--- src/rtl/note_feeder_pkg.sv ---
// Shared definitions for the note-track feeder. The hit judge and the display controller
// use the same state encoding and tempo defaults.
package note_feeder_pkg;

  typedef enum logic [2:0] {
    FEED_IDLE   = 3'd0,
    FEED_CLEAR  = 3'd1,
    FEED_RUN    = 3'd2,
    FEED_PAUSED = 3'd3,
    FEED_DRAIN  = 3'd4,
    FEED_DONE   = 3'd5
  } feed_state_t;

  localparam int DEF_TICKS_PER_STEP = 2500000;
  localparam int DEF_SONG_LEN       = 256;
  localparam int DEF_ADDR_W         = 8;
  localparam int DEF_DRAIN_STEPS    = 100;

  // PAUSED counts as active: the cycle in which pause drops must already advance the tempo.
  function automatic logic feed_active(input feed_state_t s);
    return (s == FEED_RUN) || (s == FEED_PAUSED) || (s == FEED_DRAIN);
  endfunction

endpackage

--- src/rtl/note_feeder_tempo_divider.sv ---
// Tick counter for the track tempo. It counts while enabled and flags the wrap cycle.
module tempo_divider #(
  parameter int TICKS_PER_STEP = 4
) (
  input  logic clock,
  input  logic reset_n,
  input  logic clear,
  input  logic enable,
  output logic wrap
);

  localparam int TW = (TICKS_PER_STEP > 1) ? $clog2(TICKS_PER_STEP) : 1;
  localparam logic [TW-1:0] LAST = TW'(TICKS_PER_STEP - 1);

  logic [TW-1:0] tick;

  // A disabled counter holds its value, so a wrap that is held off fires once enable returns.
  always_ff @(posedge clock) begin
    if (!reset_n || clear) begin
      tick <= '0;
    end else if (enable) begin
      tick <= (tick == LAST) ? '0 : tick + TW'(1);
    end
  end

  assign wrap = enable && (tick == LAST);

endmodule

--- src/rtl/note_feeder.sv ---
// Song-ROM walker feeding the 100-bit note-track shifter: a clear pulse, one note per tempo
// step, zero padding until the track is empty, then done.
module note_feeder
  import note_feeder_pkg::*;
#(
  parameter int TICKS_PER_STEP = DEF_TICKS_PER_STEP,
  parameter int SONG_LEN       = DEF_SONG_LEN,
  parameter int ADDR_W         = DEF_ADDR_W,
  parameter int DRAIN_STEPS    = DEF_DRAIN_STEPS
) (
  input  logic              clock,
  input  logic              reset_n,
  input  logic              start,
  input  logic              pause,
  input  logic              rom_data,
  output logic [ADDR_W-1:0] rom_addr,
  output logic              note_out,
  output logic              shift,
  output logic              load_n,
  output logic              busy,
  output logic              done
);

  localparam int STEP_MAX = (SONG_LEN > DRAIN_STEPS) ? SONG_LEN : DRAIN_STEPS;
  localparam int SW       = (STEP_MAX > 1) ? $clog2(STEP_MAX) : 1;
  localparam logic [SW-1:0]     SONG_LAST  = SW'(SONG_LEN - 1);
  localparam logic [SW-1:0]     DRAIN_LAST = SW'(DRAIN_STEPS - 1);
  localparam logic [ADDR_W-1:0] ADDR_LAST  = ADDR_W'(SONG_LEN - 1);

  feed_state_t   state;
  logic [SW-1:0] step;
  logic          tick_enable;
  logic          wrap;

  assign tick_enable = reset_n && !pause && feed_active(state);

  tempo_divider #(
    .TICKS_PER_STEP(TICKS_PER_STEP)
  ) u_tempo (
    .clock  (clock),
    .reset_n(reset_n),
    .clear  (state == FEED_CLEAR),
    .enable (tick_enable),
    .wrap   (wrap)
  );

  // Downstream contract: shift is a one-cycle valid with no ready; note_out is meaningful
  // only while shift=1. shift follows pause in the same cycle, so a pause on the wrap cycle
  // withholds the strobe.
  assign shift = wrap;

  always_ff @(posedge clock) begin
    if (!reset_n) begin
      state    <= FEED_IDLE;
      step     <= '0;
      rom_addr <= '0;
      note_out <= 1'b0;
      load_n   <= 1'b1;
      busy     <= 1'b0;
      done     <= 1'b0;
    end else begin
      case (state)
        FEED_IDLE, FEED_DONE: begin
          if (start) begin
            state    <= FEED_CLEAR;
            step     <= '0;
            rom_addr <= '0;
            load_n   <= 1'b0;
            busy     <= 1'b1;
            done     <= 1'b0;
          end
        end
        FEED_CLEAR: begin
          state  <= FEED_RUN;
          load_n <= 1'b1;
        end
        FEED_RUN, FEED_PAUSED: begin
          note_out <= rom_data;
          if (wrap && step == SONG_LAST) begin
            state <= FEED_DRAIN;
            step  <= '0;
          end else begin
            if (wrap) begin
              step <= step + SW'(1);
              if (rom_addr != ADDR_LAST) rom_addr <= rom_addr + ADDR_W'(1);
            end
            state <= pause ? FEED_PAUSED : FEED_RUN;
          end
        end
        FEED_DRAIN: begin
          note_out <= 1'b0;
          if (wrap) begin
            if (step == DRAIN_LAST) begin
              state <= FEED_DONE;
              step  <= '0;
              busy  <= 1'b0;
              done  <= 1'b1;
            end else begin
              step <= step + SW'(1);
            end
          end
        end
        default: state <= FEED_IDLE;
      endcase
    end
  end

endmodule

--- config.mk ---
export PLATFORM = sky130hd
export DESIGN_NAME = note_feeder
export DESIGN_NICKNAME = d
export VERILOG_FILES = /design/src/rtl/note_feeder_pkg.sv /design/src/rtl/note_feeder_tempo_divider.sv /design/src/rtl/note_feeder.sv
export SDC_FILE = /design/constraint.sdc
export NUM_CORES = 1
export LEC_CHECK = 0
export CAP_MARGIN = 20
export CORE_AREA = 2 2 132 70
export DETAILED_ROUTE_END_ITERATION = 10
export DIE_AREA = 0 0 134 72
export PLACE_DENSITY_LB_ADDON = 0.25
export SYNTH_ARGS = -nofsm -noshare
export SYNTH_HDL_FRONTEND = slang
export SYNTH_SLANG_ARGS = --single-unit
--- constraint.sdc ---
create_clock -name clock -period 2.6 [get_ports clock]
set_clock_uncertainty 0.1 [all_clocks]
set_input_delay 0.52 -clock clock [delete_from_list [all_inputs] [get_ports clock]]
set_output_delay 0.52 -clock clock [all_outputs]
set_load 0.05 [all_outputs]
* After elaboration in Yosys (flattened, before gate mapping) *
Cells that the tools add are included.

cells by class
  add/sub/neg operators = 3
  equality and inequality tests = 16
  mux-type cells = 27
  reduce and logical (&&, ||, !) cells = 22

operator list
  operator                                                               count
  8-bit two-way mux                                                      8
  8-bit one-hot mux with 3 select lines                                  1
  22-bit by 1-bit adder with 22-bit output, second input constant        1
  22-bit equality test, second input constant                            1
  22-bit two-way mux                                                     1
  8-bit by 1-bit adder with 8-bit output, second input constant          2
  8-bit one-hot mux with 2 select lines                                  1
  3-bit two-way mux                                                      4
  3-bit one-hot mux with 4 select lines                                  1
  2-bit inequality test, second input constant                           5
  8-bit by 7-bit equality test with 1-bit output, second input constant  1
  8-bit equality test, second input constant                             1
  8-bit inequality test, second input constant                           1
  1-bit one-hot mux with 2 select lines                                  4
  4-bit AND reduction                                                    2
  2-bit nonzero test                                                     4
  1-bit two-way mux                                                      7
  3-bit by 2-bit equality test with 1-bit output, second input constant  2
  3-bit equality test, second input constant                             2
  5-bit AND reduction                                                    1
  1-bit logical AND                                                      4
  2-bit OR reduction                                                     2
  3-bit by 1-bit equality test with 1-bit output, second input constant  1
  3-bit zero test                                                        1
  other kinds (7)                                                        10

word-level totals
  flip-flop bits (word level) = 45
  bits of input ports = 5
  logic and storage cells = 76

* Depth between registers and ports, before layout *
Gate-level depths: netlist of the first run.

  depth in word-level cells = 8
  mapped depth = 8
  mapped depth without buffers = 7

* Cells and area by module *
Synthesis of the first run repeated with hierarchy kept, for this count alone.

unflattened totals
  cell total of the unflattened synthesis = 297
  area total of the unflattened synthesis = 2539.9 um2

by module, submodules not included
  module         times used  cells an instance  area each (um2)  sequential area each (um2)
  note_feeder    1           175                1446.4           460.4
  tempo_divider  1           122                1093.5           440.4

* Worst setup path after synthesis of the first run *
OpenSTA, ideal clock, no wires.

  kind = input port to output port
  start = in reset_n
  end = out shift
  arrival time = 2.232 ns
  required time = 1.980 ns
  setup slack = -0.252 ns
  stages on the path = 3
  buffers on the path = 0
  cells stage by stage = or2b_1 -> or3_1 -> nor3_1

between the ends
  longest elaborated chain between the ends = 3

ends and longest elaborated chain
  element                         line                             RTL
  start: declaration              note_feeder.sv:12                input logic reset_n,
  1-bit logical AND (2 in a row)  note_feeder.sv:35                assign tick_enable = reset_n && !pause && feed_active(state);
  1-bit logical AND               note_feeder_tempo_divider.sv:26  assign wrap = enable && (tick == LAST);
  end: declaration                note_feeder.sv:18                output logic shift,

No other way between the ends.

* Worst setup path in the final report of the first run *
  start = reg u_tempo.tick[0]
  end = out shift

between the ends
  longest elaborated chain between the ends = 2

ends and longest elaborated chain
  element                   line                             RTL
  start: declaration        note_feeder_tempo_divider.sv:15  logic [TW-1:0] tick;
  start signal: assignment  note_feeder_tempo_divider.sv:22  tick <= (tick == LAST) ? '0 : tick + TW'(1);
  22-bit equality test      note_feeder_tempo_divider.sv:26
  1-bit logical AND         note_feeder_tempo_divider.sv:26

No other way between the ends.

==> results by group, run 1 <==
Status
  • Status: finished, final reports clean

Hold path
  • Endpoint, Worst Hold: u_tempo.tick[1]
  • WHS Path Cells: 2
  • HP Class: flop to flop
  • Min-delay src: u_tempo.tick[1]

Critical path
  • CP cell instances: ha_1, nand4_1, or3_4, nor3_4, buf_12
  • CP endpoint kind: primary output
  • Setup crit start: u_tempo.tick[0]
  • CP bufs+invs: 1
  • Reg-to-Reg End: step[5]
  • Crit path launch type: flop
  • Internal reg-to-reg setup slack: 0.18 ns
  • Slowest-stage cell, CP: or3_4
  • Critical path arrival: 1.85 ns
  • Required @ worst endpoint: 1.98 ns
  • CP max stage delay: just under 0.4 ns
  • RR Startpoint: state[1]
  • Crit path depth: 5
  • Crit Path Category: flop to primary output
  • Crit-path leading delay family: simple AND/OR/NAND/NOR gates
  • Worst r2r path cells: 7
  • Worst Path Max Fanout: 3

Route
  • # DRC: 0
  • First-pass DRT Iterations: 4
  • Via count: 2229
  • Routed WL: 6.52 mm
  • Met3 wire length: about 320 µm
  • DR WL/cell: 14.6 µm
  • Post-route ant nets: 0
  • M1 wire length: 3.83 mm
  • Starting DRT DRC Count: 136
  • Highest Signal Layer: met4
  • WL met2: 2.31 mm
  • Vias per cell: 5.00

Synthesis
  • Synthesized cell area: 2470 µm²
  • Synthesized area per cell: around 8.4 µm²
  • Cell with the most instances after synthesis: dfxtp_1
  • Synth Area in Compound Gates: 0.158
  • Number of flops mapped to enable cells by yosys: 0
  • Synthesis warning total: 0
  • Mux contribution to synthesized area: 0.0122
  • Top cells by area, synth: dfxtp_1 37%, nor2_1 5.6%, nand3_1 4.1%
  • Post-synth top area share: 0.365
  • Cells after Synth: 294
  • Most used DFF post-synth: dfxtp_1
  • Post-synthesis net count: about 300
  • Commonest cells post-synth: 45 x dfxtp_1, 37 x nor2_1, 26 x nand2_1
  • Post-Synth Simple-Gate Area: 0.349
  • Async S/R FF share, synth: 0
  • Library cells used by synthesis: 54
  • Flops & latches, synth: 45
  • Largest family of logic cells by synthesized area: simple AND/OR/NAND/NOR gates
  • Most area-hungry cell type in the Yosys netlist: dfxtp_1
  • XOR/XNOR share of the synthesized area: 0.0675
  • Register area share after synthesis: 0.365
  • Synthesized-area fraction occupied by adder cells: 0.0152

STA
  • Ratio of final minimum period to clock period: 0.949
  • Setup Viol. Count Final: 0
  • Final slew viol count: 0
  • Worst-Margin Slew: 0.664 ns
  • Post-Route Setup TNS: 0 ns
  • Fmax achieved: around 410 MHz
  • Hold WS: 0.376 ns
  • Post-layout min period: 2.47 ns
  • RSZ-0062 raised after global routing: false
  • Final hold vios: 0
  • Relative max-transition margin: 0.557

CTS
  • Worst-skew pair later-pin latency: approximately 0.29 ns
  • CTS clk-pin slew, worst paths: 0.06 ns
  • Root buf cell: clkbuf_16
  • Htree depth: 2
  • Clock tree sinks: 45
  • Number of CTS-inserted buffers: 5
  • Clock Path Buffers: 2
  • CTS tree: built

Global routing
  • Largest net degree at the start of global routing: 22
  • Vias in the first global route: 2056
  • Initial antenna violation count: 0
  • First-pass GRT wire length: between 10 and 15 mm
  • Remaining global-route overflow: 0
  • Global Route Usage Sum: 0.145

Cells and area
  • Fill cell count: 840
  • Multi-input gate area: 1500 µm²
  • Sequential Area: about 900 µm²
  • Layout cells sized above 1: 0.146
  • Nets: 336
  • Inserted Diodes: 0
  • P&R area growth vs syn: 24.0%

Power
  • PD cells: 519 nW/µm²
  • VDD IR max: 0.293 mV
  • Pleak: 1.08 nW

Placed design
  • Count of buffers from port buffering: 17
  • Final RePlAce weighted congestion: ~0.9
  • Dpl hpwl: 4.93 mm

Floorplanning
  • Total core area: 8440 µm²
  • Starting Density: 0.292
  • Die Area: 9650 µm²
  • Die H: roughly 72 µm
  • Die width: 134 µm
  • Cell Rows: 24
  • Io pins: 18

Job
  • Max-capacitance violation count: 0
==> cells in the final DEF, fill, tap and decap left out, drive strengths merged, types with 2 or more instances in the layout <==
cell / count
o311ai: 4
nor4: 8
inv: 8
nand3: 20
nor3: 9
nand4: 12
xor2: 10
nor2b: 6
o211ai: 2
xnor2: 9
nor3b: 2
o21ai: 10
and3: 7
and4: 2
o21a: 2
o22ai: 3
buf: 20
a211oi: 7
nor4b: 2
dlygate4sd2: 2
or2: 4
a32oi: 2
ha: 3
a22oi: 2
clkbuf: 7
nand2: 26
o31ai: 6
nand2b: 4
dfxtp: 45
nor2: 37
a21oi: 13
clkdlybuf4s50: 14
mux2i: 3
or3: 7
clkinv: 2
==> cell type report <==
| type | instances | share of cell area |
|---|---|---|
| clock buffer | 7 | 0.0499 |
| clock inverter | 1 | 0.00164 |
| inverter | 9 | 0.0110 |
| multi-input combinational | 231 | 0.490 |
| sequential | 45 | 0.294 |
| tap | 117 | 0.0479 |
| timing repair buffer | 36 | 0.105 |
==> worst reg2reg max path, cell delays in order (launching register included) <==
cell and delay [ns]:
dfxtp_1 0.61, nor3b_4 0.09, nor2_1 0.36, nor4_4 0.09, buf_4 0.18, a21oi_1 0.53, a22oi_1 0.20, o22ai_1 0.18
==> logic make-up after synthesis <==
family	count (synthesis)
fa+ha+maj	3
simple gates	152
mux	3
buf+inv	18
flops	45
xor+xnor	19
compound gates	54
==> sequential cells by signal (all words and copies together) (netlist names) <==
register and cells:
busy 1, state 3, u_tempo.tick 22, step 8
note_out 1, load_n 1, rom_addr 8, done 1
==> where the power goes <==
part	leakage (nW)	total, W	internal [W]	switching [W]
Sequential	0.363	0.000720	0.000701	0.0000194
Combinational	0.634	0.000192	0.0000649	0.000128
Clock	0.0799	0.000676	0.000407	0.000269
Total	1.08	0.00159	0.00117	0.000416
==> routing by layer <==
metal / global-route usage / vias to the layer above
met5: 0 / -
met4: 0.0402 / 0
met3: 0.0363 / 4
met2: 0.182 / 56
met1: 0.233 / 1028
li1: - / 1141
==> worst max path at each step <==
stage | end | slack, ns
3_5_place_dp | step[5] | -0.06
3_3_place_gp | shift | -0.05
2_1_floorplan | shift | 0.16
5_1_grt | step[5] | 0.02
6_report | shift | 0.13
4_1_cts | shift | 0.14
==> metrics by stage <==
stage | setup WS (ns) | cell area, µm² | instances | total power (W) | utilization
finish | 0.133 | 3060 | 446 | 0.00159 | 0.363
global route | 0.0243 | 3060 | 446 | 0.00165 | 0.363
CTS | 0.139 | 3060 | 446 | 0.00160 | 0.363
detailed placement | -0.0635 | 2890 | 438 | 0.000928 | 0.343
global placement | -0.0530 | 2890 | 438 | 0.000923 | 0.343
floorplan | 0.165 | 2470 | 294 | 0.000860 | -
==> repair_timing <==
action                                  in CTS  in global routing
endpoints found under the setup margin       1                  0
resized for setup                            4                  0
endpoints found under the hold margin        0                  0
setup buffers                                0                  0
hold buffers                                 0                  0
No activity file was read; power rests on OpenSTA's default activity.
==> run 2, diff against run 1 <==
--- a/config.mk
+++ b/config.mk
@@ -9,6 +9,7 @@
 export CORE_AREA = 2 2 132 70
 export DETAILED_ROUTE_END_ITERATION = 10
 export DIE_AREA = 0 0 134 72
+export MAX_ROUTING_LAYER = met4
 export PLACE_DENSITY_LB_ADDON = 0.25
 export SYNTH_ARGS = -nofsm -noshare
 export SYNTH_HDL_FRONTEND = slang
==> run 2 against run 1 <==
  * Critical path depth did not move
  * Critical endpoint unchanged
  * Critical path type unchanged
  * Cell count did not move
  * Clock power rose by 0.7%
  * Sequential share of layout area did not move
==> results by group, run 2 (synthesis gave the netlist of run 1 again) <==
Status
  • Status: finished, final reports clean

CTS
  • Clock Path Buffers: 2 (unchanged)
  • Number of CTS-inserted buffers: 5 (unchanged)
  • CTS Hold Bufs: 0 (unchanged)
  • Post-CTS setup buffers: 0 (unchanged)
  • Worst-skew pair later-pin latency: 0.29 ns (about the same)
  • CTS clk-pin slew, worst paths: 0.06 ns (about the same)
  • CTS tree: built
  • Htree depth: 2 (unchanged)
  • Clock tree sinks: 45 (unchanged)
  • Root buf cell: clkbuf_16

Global routing
  • Remaining global-route overflow: 0 (unchanged)
  • Largest net degree at the start of global routing: 22 (unchanged)
  • Initial antenna violation count: 0 (unchanged)
  • First-pass GRT wire length: 10.9 mm (unchanged)
  • Global Route Usage Sum: 0.149 (+0.00450)
  • Vias in the first global route: 2060 (+0.19%)

Route
  • Post-route ant nets: 0 (unchanged)
  • Routed WL: 6.56 mm (+0.64%)
  • # DRC: 0 (unchanged)
  • Via count: 2228 (-0.045%)
  • Vias per cell: 5.00 (about the same)
  • DR WL/cell: 14.7 µm (+0.64%)
  • First-pass DRT Iterations: 4 (unchanged)
  • Starting DRT DRC Count: 142 (+4.4%)

Job
  • Max-capacitance violation count: 0 (unchanged)

Floorplanning
  • Die H: 72 µm (unchanged)
  • Total core area: 8440 µm² (unchanged)
  • Cell Rows: 24 (unchanged)
  • Die width: 134 µm (unchanged)
  • Die Area: 9650 µm² (unchanged)
  • Starting Density: 0.292 (unchanged)
  • Io pins: 18 (unchanged)

Cells and area
  • Nets: 336 (unchanged)
  • Non-filler cells, final: 446 (unchanged)
  • Layout cells sized above 1: 0.146 (unchanged)
  • Inserted Diodes: 0 (unchanged)
  • Commonest cells after routing, fill and taps aside: 45 x dfxtp_1, 37 x nor2_1, 26 x nand2_1, 20 x nand3_1, 19 x buf_4
  • Biggest register: u_tempo.tick
  • Largest register FFs: 22 (unchanged)
  • Finished Core Util: 0.363 (unchanged)
  • P&R area growth vs syn: 24.0% (unchanged)
  • Commonest non-fill, non-tap cell in the layout: dfxtp_1
  • Largest registers: u_tempo.tick: 22 flops, rom_addr: 8 flops, step: 8 flops

Critical path
  • Crit path launch type: flop
  • Slowest-stage cell, CP: or3_4
  • Worst Path Max Fanout: 3 (unchanged)
  • CP cell instances: ha_1, nand4_1, or3_4, nor3_4, buf_12
  • Required @ worst endpoint: 1.98 ns (about the same)
  • Worst r2r path cells: 7 (unchanged)
  • CP endpoint kind: primary output
  • CP max stage delay: 0.39 ns (about the same)
  • Crit Path Category: flop to primary output
  • Critical path arrival: 1.85 ns (about the same)

STA
  • Hold WS: 0.376 ns (+0.0000200 ns)
  • Final slew viol count: 0 (unchanged)
  • Worst-Margin Slew: 0.699 ns (+0.0350 ns)
  • Relative max-transition margin: 0.534 (-0.0233)
  • Fmax achieved: 405 MHz (about the same)
  • RSZ-0062 raised after global routing: false
  • Post-Route Setup TNS: 0 ns (unchanged)
  • Setup Viol. Count Final: 0 (unchanged)
  • Final hold vios: 0 (unchanged)
  • Post-layout min period: 2.47 ns (+0.00126 ns)
  • Ratio of final minimum period to clock period: 0.949 (about the same)

Placed design
  • Count of buffers from port buffering: 17 (unchanged)
  • Dpl cells: 438 (unchanged)
  • Final RePlAce weighted congestion: 0.894 (+1.7%)
  • Dpl hpwl: 4.93 mm (unchanged)

Hold path
  • WHS Path Cells: 2 (unchanged)
  • HP Class: flop to flop

Power
  • Clock network power share: 0.427 (about the same)
  • PD cells: 521 nW/µm² (+0.32%)
  • Combinational Power Share: 0.121 (about the same)
  • VDD IR max: 0.296 mV (+1.0%)
  • Sw Share: 0.264 (+0.00231)
  • Switching pwr: 0.000421 W (+1.2%)
  • Int Pwr: 0.00117 W (about the same)
  • Seq pwr share: 0.452 (about the same)
  • Pleak: 1.08 nW (unchanged)
[run 2: cell counts in the layout (fill, tap and decap cells not counted)]
No cell type changed its count.
[run 2: power by group through the flow]
stage	Clock [W]	Sequential [W]	Combinational, W
floorplan	0	0.000745	0.000115
global placement	0	0.000735	0.000188
detailed placement	0	0.000735	0.000193
CTS	0.000690	0.000720	0.000193
global route	0.000722	0.000722	0.000210
finish	0.000681	0.000720	0.000193
[run 2: timing repair]
item	in CTS	in global routing
endpoints found under the hold margin	0	0
gates resized for setup	4	0
setup endpoints to repair	1	0
[run 2: final cells by class]
class	count	area [µm²]
fillers	840	5380
clock buffers	7	153
well taps	117	146
multi-input cells	231	1500
repair buffers	36	320
flip-flops and latches	45	901
clock inverters	1	5.00
inverters	9	33.8
[run 2: routing by layer]
metal / up-vias / GRT usage / routed length, µm
met5: - / - / 0
met4: 0 / 0.0402 / 55
met3: 4 / 0.0356 / 323
met2: 54 / 0.182 / 2320
li1: 1139 / - / -
met1: 1031 / 0.234 / 3860
[run 2: worst paths after layout]
kind | from | end | slack, ns
worst max-delay path | u_tempo.tick[0] | shift | 0.13
worst min-delay path | u_tempo.tick[1] | u_tempo.tick[1] | 0.38
worst max register to register | state[1] | step[5] | 0.15
worst min register to register | u_tempo.tick[1] | u_tempo.tick[1] | 0.38
[run 2: metrics by stage]
| stage | cell area [µm²] | power (W) | setup WS (ns) |
|---|---|---|---|
| after global placement | 2890 | 0.000923 | -0.0530 |
| after global routing | 3060 | 0.00165 | 0.0244 |
| after CTS | 3060 | 0.00160 | 0.139 |
| final | 3060 | 0.00159 | 0.131 |
| after floorplan | 2470 | 0.000860 | 0.165 |
| after detailed placement | 2890 | 0.000928 | -0.0635 |
[run 2: critical path: cells and delay by family, from the launching register on]
family                     cells  cell delay [ns]
and+or+nand+nor                3             0.82
DFF                            1             0.38
adders and majority gates      1             0.21
buffers and inverters          1             0.17
